### src/rtl/soc_reset_gen.sv
// soc_reset_gen: SoC-wide synchronous reset sequencer.
// Holds sys_rst until PLL lock has been stable for STRETCH_CYCLES, re-asserts
// it on lock loss or a debounced button press, and records cause and count.
module soc_reset_gen #(
  parameter int unsigned STRETCH_CYCLES   = 1024,
  parameter int unsigned DEBOUNCE_CYCLES  = 50000,
  parameter int unsigned LOCK_SYNC_STAGES = 2
) (
  input  logic       clk,
  input  logic       rst,
  input  logic       pll_lock,
  input  logic       btn_n,
  output logic       sys_rst,
  output logic [1:0] rst_cause,
  output logic [7:0] rst_count
);

  localparam int unsigned DB_W = $clog2(DEBOUNCE_CYCLES + 1);
  localparam int unsigned ST_W = $clog2(STRETCH_CYCLES + 1);

  localparam logic [1:0] WAIT_LOCK = 2'd0;
  localparam logic [1:0] STRETCH   = 2'd1;
  localparam logic [1:0] RUN       = 2'd2;
  localparam logic [1:0] HOLD      = 2'd3;

  localparam logic [1:0] CAUSE_LOCK = 2'd1;
  localparam logic [1:0] CAUSE_BTN  = 2'd2;

  logic [LOCK_SYNC_STAGES-1:0] lock_sync;
  logic                        lock_s;
  logic [1:0]                  btn_sync;
  logic                        btn_s;
  logic                        btn_db;
  logic [DB_W-1:0]             db_cnt;
  logic [ST_W-1:0]             st_cnt;
  logic [1:0]                  state;
  logic [1:0]                  state_nx;
  logic [1:0]                  cause_nx;
  logic                        count_inc;

  assign lock_s = lock_sync[LOCK_SYNC_STAGES-1];
  assign btn_s  = btn_sync[1];

  // Synchronize PLL lock (resets unlocked) and button (resets released)
  always_ff @(posedge clk) begin
    if (rst) begin
      lock_sync <= '0;
      btn_sync  <= '1;
    end else begin
      lock_sync <= {lock_sync[LOCK_SYNC_STAGES-2:0], pll_lock};
      btn_sync  <= {btn_sync[0], btn_n};
    end
  end

  // Debounce: accept a new button level once it has differed from btn_db
  // for DEBOUNCE_CYCLES consecutive cycles (the update lands on the edge
  // where the count would reach DEBOUNCE_CYCLES)
  always_ff @(posedge clk) begin
    if (rst) begin
      btn_db <= 1'b1;
      db_cnt <= '0;
    end else if (btn_s == btn_db) begin
      db_cnt <= '0;
    end else if (db_cnt == DB_W'(DEBOUNCE_CYCLES - 1)) begin
      btn_db <= btn_s;
      db_cnt <= '0;
    end else begin
      db_cnt <= db_cnt + 1'b1;
    end
  end

  // Next-state, cause and count-event decode; a press outranks lock loss
  always_comb begin
    state_nx  = state;
    cause_nx  = rst_cause;
    count_inc = 1'b0;
    case (state)
      WAIT_LOCK: begin
        if (!btn_db) begin
          state_nx  = HOLD;
          cause_nx  = CAUSE_BTN;
          count_inc = 1'b1;
        end else if (lock_s) begin
          state_nx = STRETCH;
        end
      end
      STRETCH: begin
        if (!btn_db) begin
          state_nx  = HOLD;
          cause_nx  = CAUSE_BTN;
          count_inc = 1'b1;
        end else if (!lock_s) begin
          state_nx  = WAIT_LOCK;
          cause_nx  = CAUSE_LOCK;
          count_inc = 1'b1;
        end else if (st_cnt == ST_W'(STRETCH_CYCLES - 1)) begin
          state_nx = RUN;
        end
      end
      RUN: begin
        if (!btn_db) begin
          state_nx  = HOLD;
          cause_nx  = CAUSE_BTN;
          count_inc = 1'b1;
        end else if (!lock_s) begin
          state_nx  = WAIT_LOCK;
          cause_nx  = CAUSE_LOCK;
          count_inc = 1'b1;
        end
      end
      HOLD: begin
        if (btn_db) state_nx = WAIT_LOCK;
      end
      default: state_nx = WAIT_LOCK;
    endcase
  end

  // State, registered reset output (decoded from next state), cause and count
  always_ff @(posedge clk) begin
    if (rst) begin
      state     <= WAIT_LOCK;
      sys_rst   <= 1'b1;
      rst_cause <= 2'd0;
      rst_count <= '0;
    end else begin
      state     <= state_nx;
      sys_rst   <= (state_nx != RUN);
      rst_cause <= cause_nx;
      if (count_inc && (rst_count != 8'hFF)) rst_count <= rst_count + 8'd1;
    end
  end

  // Stretch counter restarts on every STRETCH entry; partial stretches are lost
  always_ff @(posedge clk) begin
    if (rst) begin
      st_cnt <= '0;
    end else if ((state != STRETCH) && (state_nx == STRETCH)) begin
      st_cnt <= '0;
    end else if (state == STRETCH) begin
      st_cnt <= st_cnt + 1'b1;
    end
  end

endmodule

### config.mk
export PLATFORM = sky130hd
export DESIGN_NAME = soc_reset_gen
export DESIGN_NICKNAME = d
export VERILOG_FILES = /design/src/rtl/soc_reset_gen.sv
export SDC_FILE = /design/constraint.sdc
export NUM_CORES = 1
export LEC_CHECK = 0
export ABC_AREA = 1
export ABC_CLOCK_PERIOD_IN_PS = 1740
export CORE_UTILIZATION = 58
export DETAILED_ROUTE_END_ITERATION = 7
export GPL_ROUTABILITY_DRIVEN = 1
export PLACE_DENSITY = 0.87
export SYNTH_ARGS = -nofsm -noshare
export SYNTH_HDL_FRONTEND = slang
export SYNTH_SLANG_ARGS = --single-unit
export TNS_END_PERCENT = 5
### constraint.sdc
create_clock -name clk -period 1.74 [get_ports clk]
set_input_delay 0.348 -clock clk [delete_from_list [all_inputs] [get_ports clk]]
set_output_delay 0.348 -clock clk [all_outputs]
set_load 0.05 [all_outputs]
# [Yosys cells after proc, flatten, opt, wreduce, memory -nomap -nowiden]
# Index checks and enable logic that the tools add are counted.
[word_totals] output_inout_bits=11 input_bits=4 regBits=45
[op_classes] muxes=17 n_bitwise=1 n_addsub=3 n_reduce_logical=9 eq_ne=12
[ops] operator="$mux W2" n=11
[ops] operator="$add A16 B1 Y16 const B" n=1
[ops] operator="$eq A16 B16 Y1 const B" n=1
[ops] operator="$add A11 B1 Y11 const B" n=1
[ops] operator="$eq A11 B10 Y1 const B" n=1
[ops] operator="$add A8 B1 Y8 const B" n=1
[ops] operator="$ne A8 B8 Y1 const B" n=1
[ops] operator="$pmux W2 S4" n=1
[ops] operator="$eq A2 B1 Y1 const B" n=2
[ops] operator="$eq A2 B2 Y1 const B" n=2
[ops] operator="$ne A2 B2 Y1 const B" n=2
[ops] operator="$pmux W2 S2" n=1
[ops] operator="$reduce_or A2 Y1" n=2
[ops] operator="$mux W1" n=3
[ops] operator="$ne A3 B3 Y1 const B" n=1
[ops] operator="$reduce_and A3 Y1" n=1
[ops] operator="$reduce_or A3 Y1" n=1
[ops] operator="$logic_and A1 B1 Y1" n=2
[ops] operator="$logic_not A2 Y1" n=1
[ops] operator="$ne A2 B1 Y1 const B" n=1
[ops] operator="$pmux W1 S2" n=1
[ops] operator="$reduce_and A2 Y1" n=1
[ops] operator="$reduce_bool A2 Y1" n=1
[ops] operator="$eq A1 B1 Y1" n=1
[ops] operator="$not A1 Y1" n=1

# [Depth between registers and ports, before layout]
[depth] depth_word=8 mapped_depth=14 ltp_nobuf=12

# [Worst setup path before layout]
# Ideal clock, no wire load.
[synth_path] path_type="reg2reg" from="register rst_count[1]" to="register rst_count[6]" t_arrival_ps=1749 path_buffers=0 path_slack_ps=-78 setup_time_ps=70 path_stages_with_launch=10 cell_sequence="dfxtp_1 -> ha_1 -> inv_1 -> nor3_2 -> nand3_1 -> nand2_2 -> inv_2 -> nand3_1 -> nand2_1 -> a21oi_1"
[synth_via] elab_chain_len=2 word_cells_on_any_way=3
[synth_rtl] element="from (decl)" line_no="15" rtl="output logic [7:0] rst_count"
[synth_rtl] element="from (signal assigned)" line_no="129" rtl="if (count_inc && (rst_count != 8'hFF)) rst_count <= rst_count + 8'd1;"
[synth_rtl] element="branches (longest 2 deep; another with $add A8 B1 Y8)"
# Parallel ways; which one is timed is not known.
# A chain may end at the register's enable or synchronous reset.

# [Worst setup path in the final report]
[layout_path] from="register state[1]" to="register st_cnt[10]"
[layout_via] elab_chain_len=7 word_cells_on_any_way=17
[layout_rtl] element="from (decl)" line_no="36" rtl="logic [1:0] state;"
[layout_rtl] element="from (signal assigned)" line_no="126" rtl="state <= state_nx;"
[layout_rtl] element="$mux W2" line_no="96" rtl="end else if (st_cnt == ST_W'(STRETCH_CYCLES - 1)) begin"
[layout_rtl] element="$mux W2" line_no="92" rtl="end else if (!lock_s) begin"
[layout_rtl] element="$mux W2" line_no="88" rtl="if (!btn_db) begin"
[layout_rtl] element="$pmux W2 S4" line_no="77" rtl="case (state)"
[layout_rtl] element="$eq A2 B1 Y1" line_no="137" rtl="end else if ((state != STRETCH) && (state_nx == STRETCH)) begin"
[layout_rtl] element="$logic_and A1 B1 Y1" line_no="137"
[layout_rtl] element="$reduce_or A2 Y1 (no source line)"
[layout_rtl] element="to (signal assigned)" line_no="140" rtl="st_cnt <= st_cnt + 1'b1;"
[layout_rtl] element="to (decl)" line_no="35" rtl="logic [ST_W-1:0] st_cnt;"
# Several ways; a longest one is shown, not always the timed one.

==> insert_results.sql <==
INSERT INTO impl_metrics (metric_group, metric, value, unit) VALUES
('global_route', 'antenna_found_initial', '0', ''),
('timing', 'drv_slew', '0', ''),
('critical_path', 'crit_slowest_cell', 'sky130_fd_sc_hd__dfxtp_2', ''),
('die', 'std_cell_rows', '21', ''),
('critical_path', 'cpPeakStageDelay', '340', 'ps'),
('critical_path', 'critical_path.cell_chain', 'inv_1 > ha_2 > nand2_1 > nor3_2 > nand2_1 > nor2_1 > xor2_1 > nor2_1', ''),
('critical_path', 'criticalPathCategory', 'reg -> reg', ''),
('finish', 'multi_input_comb_area', '1142', 'sq um'),
('placement', 'placed_cell_area', '2359', 'sq um'),
('routing', 'drt_wl_total', '4265', 'um'),
('finish', 'nFillCells', '274', ''),
('finish', 'final_layout_size_suffix_gt1_share', '15.86', '%'),
('finish', 'final_nets', '322', ''),
('critical_path', 'crit_required', '1920', 'ps'),
('placement', 'post-place-cells', '348', ''),
('finish', 'antenna_cells', '0', ''),
('synthesis', 'post_synthesis_cell_count', '287', ''),
('placement', 'dp_hpwl', '2979', 'um'),
('die', 'placeableCoreArea', '3468', 'sq um'),
('finish', 'area_growth', '14.59', '%'),
('critical_path', 'setup.worst_path.end_class', 'register', ''),
('power', 'pwr-share-seq', '59.4', '%'),
('critical_path', 'timing.critical_path.max_delay_family', 'simple AND/OR/NAND/NOR gates', ''),
('cts', 'worst_path_clk_slew', '70', 'ps'),
('power', 'share_clk_of_total_power', '32.9', '%'),
('finish', 'instances_no_fill', '355', ''),
('global_route', 'number_of_global_route_vias_before_repair', '1754', ''),
('min_path', 'worstHoldPathType', 'reg -> reg', ''),
('cts', 'cts_tree', 'built', ''),
('placement', 'io_buffer_count', '14', ''),
('power', 'static-leakage-power', '0.0009357', 'uW'),
('job', 'maxCapViolCount', '0', ''),
('critical_path', 'worstSetupStartpointType', 'register', ''),
('cts', 'cts_num_sinks', '45', ''),
('power', 'internal_power', '1360', 'uW'),
('die', 'die_h', '63.16', 'um'),
('global_route', 'grtUsageTotal', '22.54', '%'),
('cts', 'clock_latency_on_the_worst_skew_pair', '290', 'ps'),
('routing', 'number_of_vias_per_cell', '5.239', ''),
('routing', 'detailroute.via_count', '1860', ''),
('critical_path', 'cp_max_fo', '5', ''),
('power', 'power_density', '712.7', 'nW/um^2'),
('die', 'initial_core_util', '62.55', '%'),
('timing', 'final-hold-violation-count', '0', ''),
('placement', 'finalWeightedCongestion', '0.9153', ''),
('cts', 'h-tree-depth', '2', ''),
('synthesis', 'number_of_register_bits_inferred_by_synthesis', '45', ''),
('finish', 'layout.cell_area.non_filler', '2486', 'sq um'),
('power', 'share_comb_of_total_power', '7.7', '%'),
('cts', 'cts_post_setup_buffers_inserted', '0', ''),
('timing', 'finClkSkew', '5.715', 'ps'),
('timing', 'time_the_worst_path_needs_with_i_o_delays_and_setup', '1625', 'ps'),
('synthesis', 'syn-cell-area', '2170', 'sq um'),
('timing', 'timing.max_slew.rel_slack', '71.35', '%'),
('global_route', 'gr-total-overflow', '0', ''),
('run_status', 'status', 'complete, no violations', ''),
('routing', 'drc', '0', ''),
('die', 'floorplan.die_area', '3989', 'sq um'),
('die', 'chipWidth', '63.16', 'um'),
('timing', 'final.period_utilization', '93.41', '%'),
('power', 'switching_power', '411.6', 'uW'),
('finish', 'regArea', '904.6', 'sq um'),
('timing', 'rsz0062_at_grt', 'true', ''),
('critical_path', 'crit_buf_inv', '1', ''),
('die', 'boundaryPins', '15', ''),
('cts', 'root_buffer', 'sky130_fd_sc_hd__clkbuf_8', ''),
('routing', 'drtAntennaViolNets', '0', ''),
('timing', 'timing.hold.ws', '409.5', 'ps'),
('timing', 'report.final.setup_viol', '0', ''),
('synthesis', 'postSynthAreaPerCell', '7.560', 'sq um'),
('timing', 'worst_pin_slew', '429.8', 'ps');
==> per-stage QoR <==
step	TNS [ps]	total power (uW)	setup slack (ps)
after floorplan	0	1162	89.22
after global placement	0	1202	116.4
after detailed placement	0	1205	41.52
after CTS	0	1776	21.82
after global routing	-152.3	1851	-38.09
final	0	1772	114.7
==> path summary, 6_finish.rpt <==
path,from,to,slack (ps),depth (start not counted)
max,state[1],st_cnt[10],110,8
max reg2reg,state[1],st_cnt[10],110,8
min reg2reg,lock_sync[0],lock_sync[1],410,2
min,lock_sync[0],lock_sync[1],410,2
==> layout make-up <==
| type | count | share of cell area (%) |
|---|---|---|
| inverter | 38 | 5.838 |
| clock buffer | 5 | 2.768 |
| sequential | 45 | 36.39 |
| clock inverter | 1 | 0.2013 |
| timing repair buffer | 19 | 6.543 |
| tap | 46 | 2.315 |
| multi-input combinational | 201 | 45.95 |
==> synth_stat cells <==
cell type,n,area (sq um)
sky130_fd_sc_hd__nor3_1,12,60.06
sky130_fd_sc_hd__o21ai_0,4,20.02
sky130_fd_sc_hd__o211ai_2,1,12.51
sky130_fd_sc_hd__o21ai_1,2,10.01
sky130_fd_sc_hd__dfxtp_1,45,900.9
sky130_fd_sc_hd__clkbuf_1,1,3.750
sky130_fd_sc_hd__nand2_1,52,195.2
sky130_fd_sc_hd__a21oi_1,18,90.09
sky130_fd_sc_hd__nand2_2,2,12.51
sky130_fd_sc_hd__nor4_1,3,18.77
sky130_fd_sc_hd__nand4_1,4,25.02
sky130_fd_sc_hd__or2_2,3,18.77
sky130_fd_sc_hd__ha_1,8,100.1
sky130_fd_sc_hd__xor2_1,11,96.34
sky130_fd_sc_hd__nand3_2,1,10.01
sky130_fd_sc_hd__inv_1,36,135.1
sky130_fd_sc_hd__nor2_4,1,11.26
sky130_fd_sc_hd__o21bai_1,1,7.510
sky130_fd_sc_hd__inv_2,2,7.510
sky130_fd_sc_hd__nor2_1,40,150.1
sky130_fd_sc_hd__a211oi_1,1,7.510
sky130_fd_sc_hd__or2_0,1,6.260
sky130_fd_sc_hd__mux2i_1,1,10.01
sky130_fd_sc_hd__nor3_2,3,30.03
sky130_fd_sc_hd__xnor2_1,11,96.34
sky130_fd_sc_hd__buf_4,1,7.510
sky130_fd_sc_hd__nand3_1,17,85.08
sky130_fd_sc_hd__buf_6,2,22.52
sky130_fd_sc_hd__nor2_2,3,18.77
==> sequential cells by signal, summed over array words and instances (netlist names) <==
signal / cells
st_cnt: 11
btn_db: 1
state: 2
sys_rst: 1
btn_sync: 2
rst_cause: 2
db_cnt: 16
lock_sync: 2
rst_count: 8
==> power by group through the flow <==
stage	clock [uW]	sequential, uW	combinational [uW]
2_1_floorplan	0	1090	70.7
3_3_place_gp	0	1080	126
3_5_place_dp	0	1080	128
4_1_cts	594	1050	130
5_1_grt	647	1050	150
6_report	582	1050	137
==> worst reg2reg max path: cells and delay by family, from the launching register on <==
family | cells | cell delay, ps
simple gates | 5 | 660
buf+inv | 1 | 120
flops | 1 | 340
xor+xnor | 1 | 160
fa+ha+maj | 1 | 250
==> placed cells by master, fill, tap and decap left out, drive strengths merged, types with 2 or more instances in the layout <==
cell / count
a21oi: 18
buf: 16
clkbuf: 5
clkdlybuf4s50: 3
dfxtp: 45
ha: 8
inv: 38
nand2: 54
nand3: 18
nand4: 4
nor2: 44
nor3: 15
nor4: 3
o211ai: 2
o21ai: 6
or2: 4
xnor2: 11
xor2: 11
==> what timing repair did <==
item / 4_1_cts / 5_1_grt
endpoints found under the setup margin: 0 / 28
gates resized for setup: 0 / 12
endpoints found under the hold margin: 0 / 0
==> per-layer routing <==
metal	share of wire, %	track usage [%]	vias to the layer above
met2	48	37.23	46
met3	4.5	7.428	10
li1	-	-	956
met5	0	0	-
met4	2.1	9.012	0
met1	46	26.68	848
==> kinds of logic (layout without fill, tap and decap cells) <==
| family | count (synthesis) | count (layout) | share of synthesized area [%] |
|---|---|---|---|
| AOI/OAI and AO/OA | 27 | 28 | 6.805 |
| and+or+nand+nor | 142 | 142 | 29.58 |
| adders and majority gates | 8 | 8 | 4.614 |
| xor gates and xnor gates | 22 | 22 | 8.881 |
| muxes | 1 | 1 | 0.4614 |
| buffers and inverters | 42 | 63 | 8.132 |
| DFF | 45 | 45 | 41.52 |
Note: power is estimated with default switching activity, not from simulation.
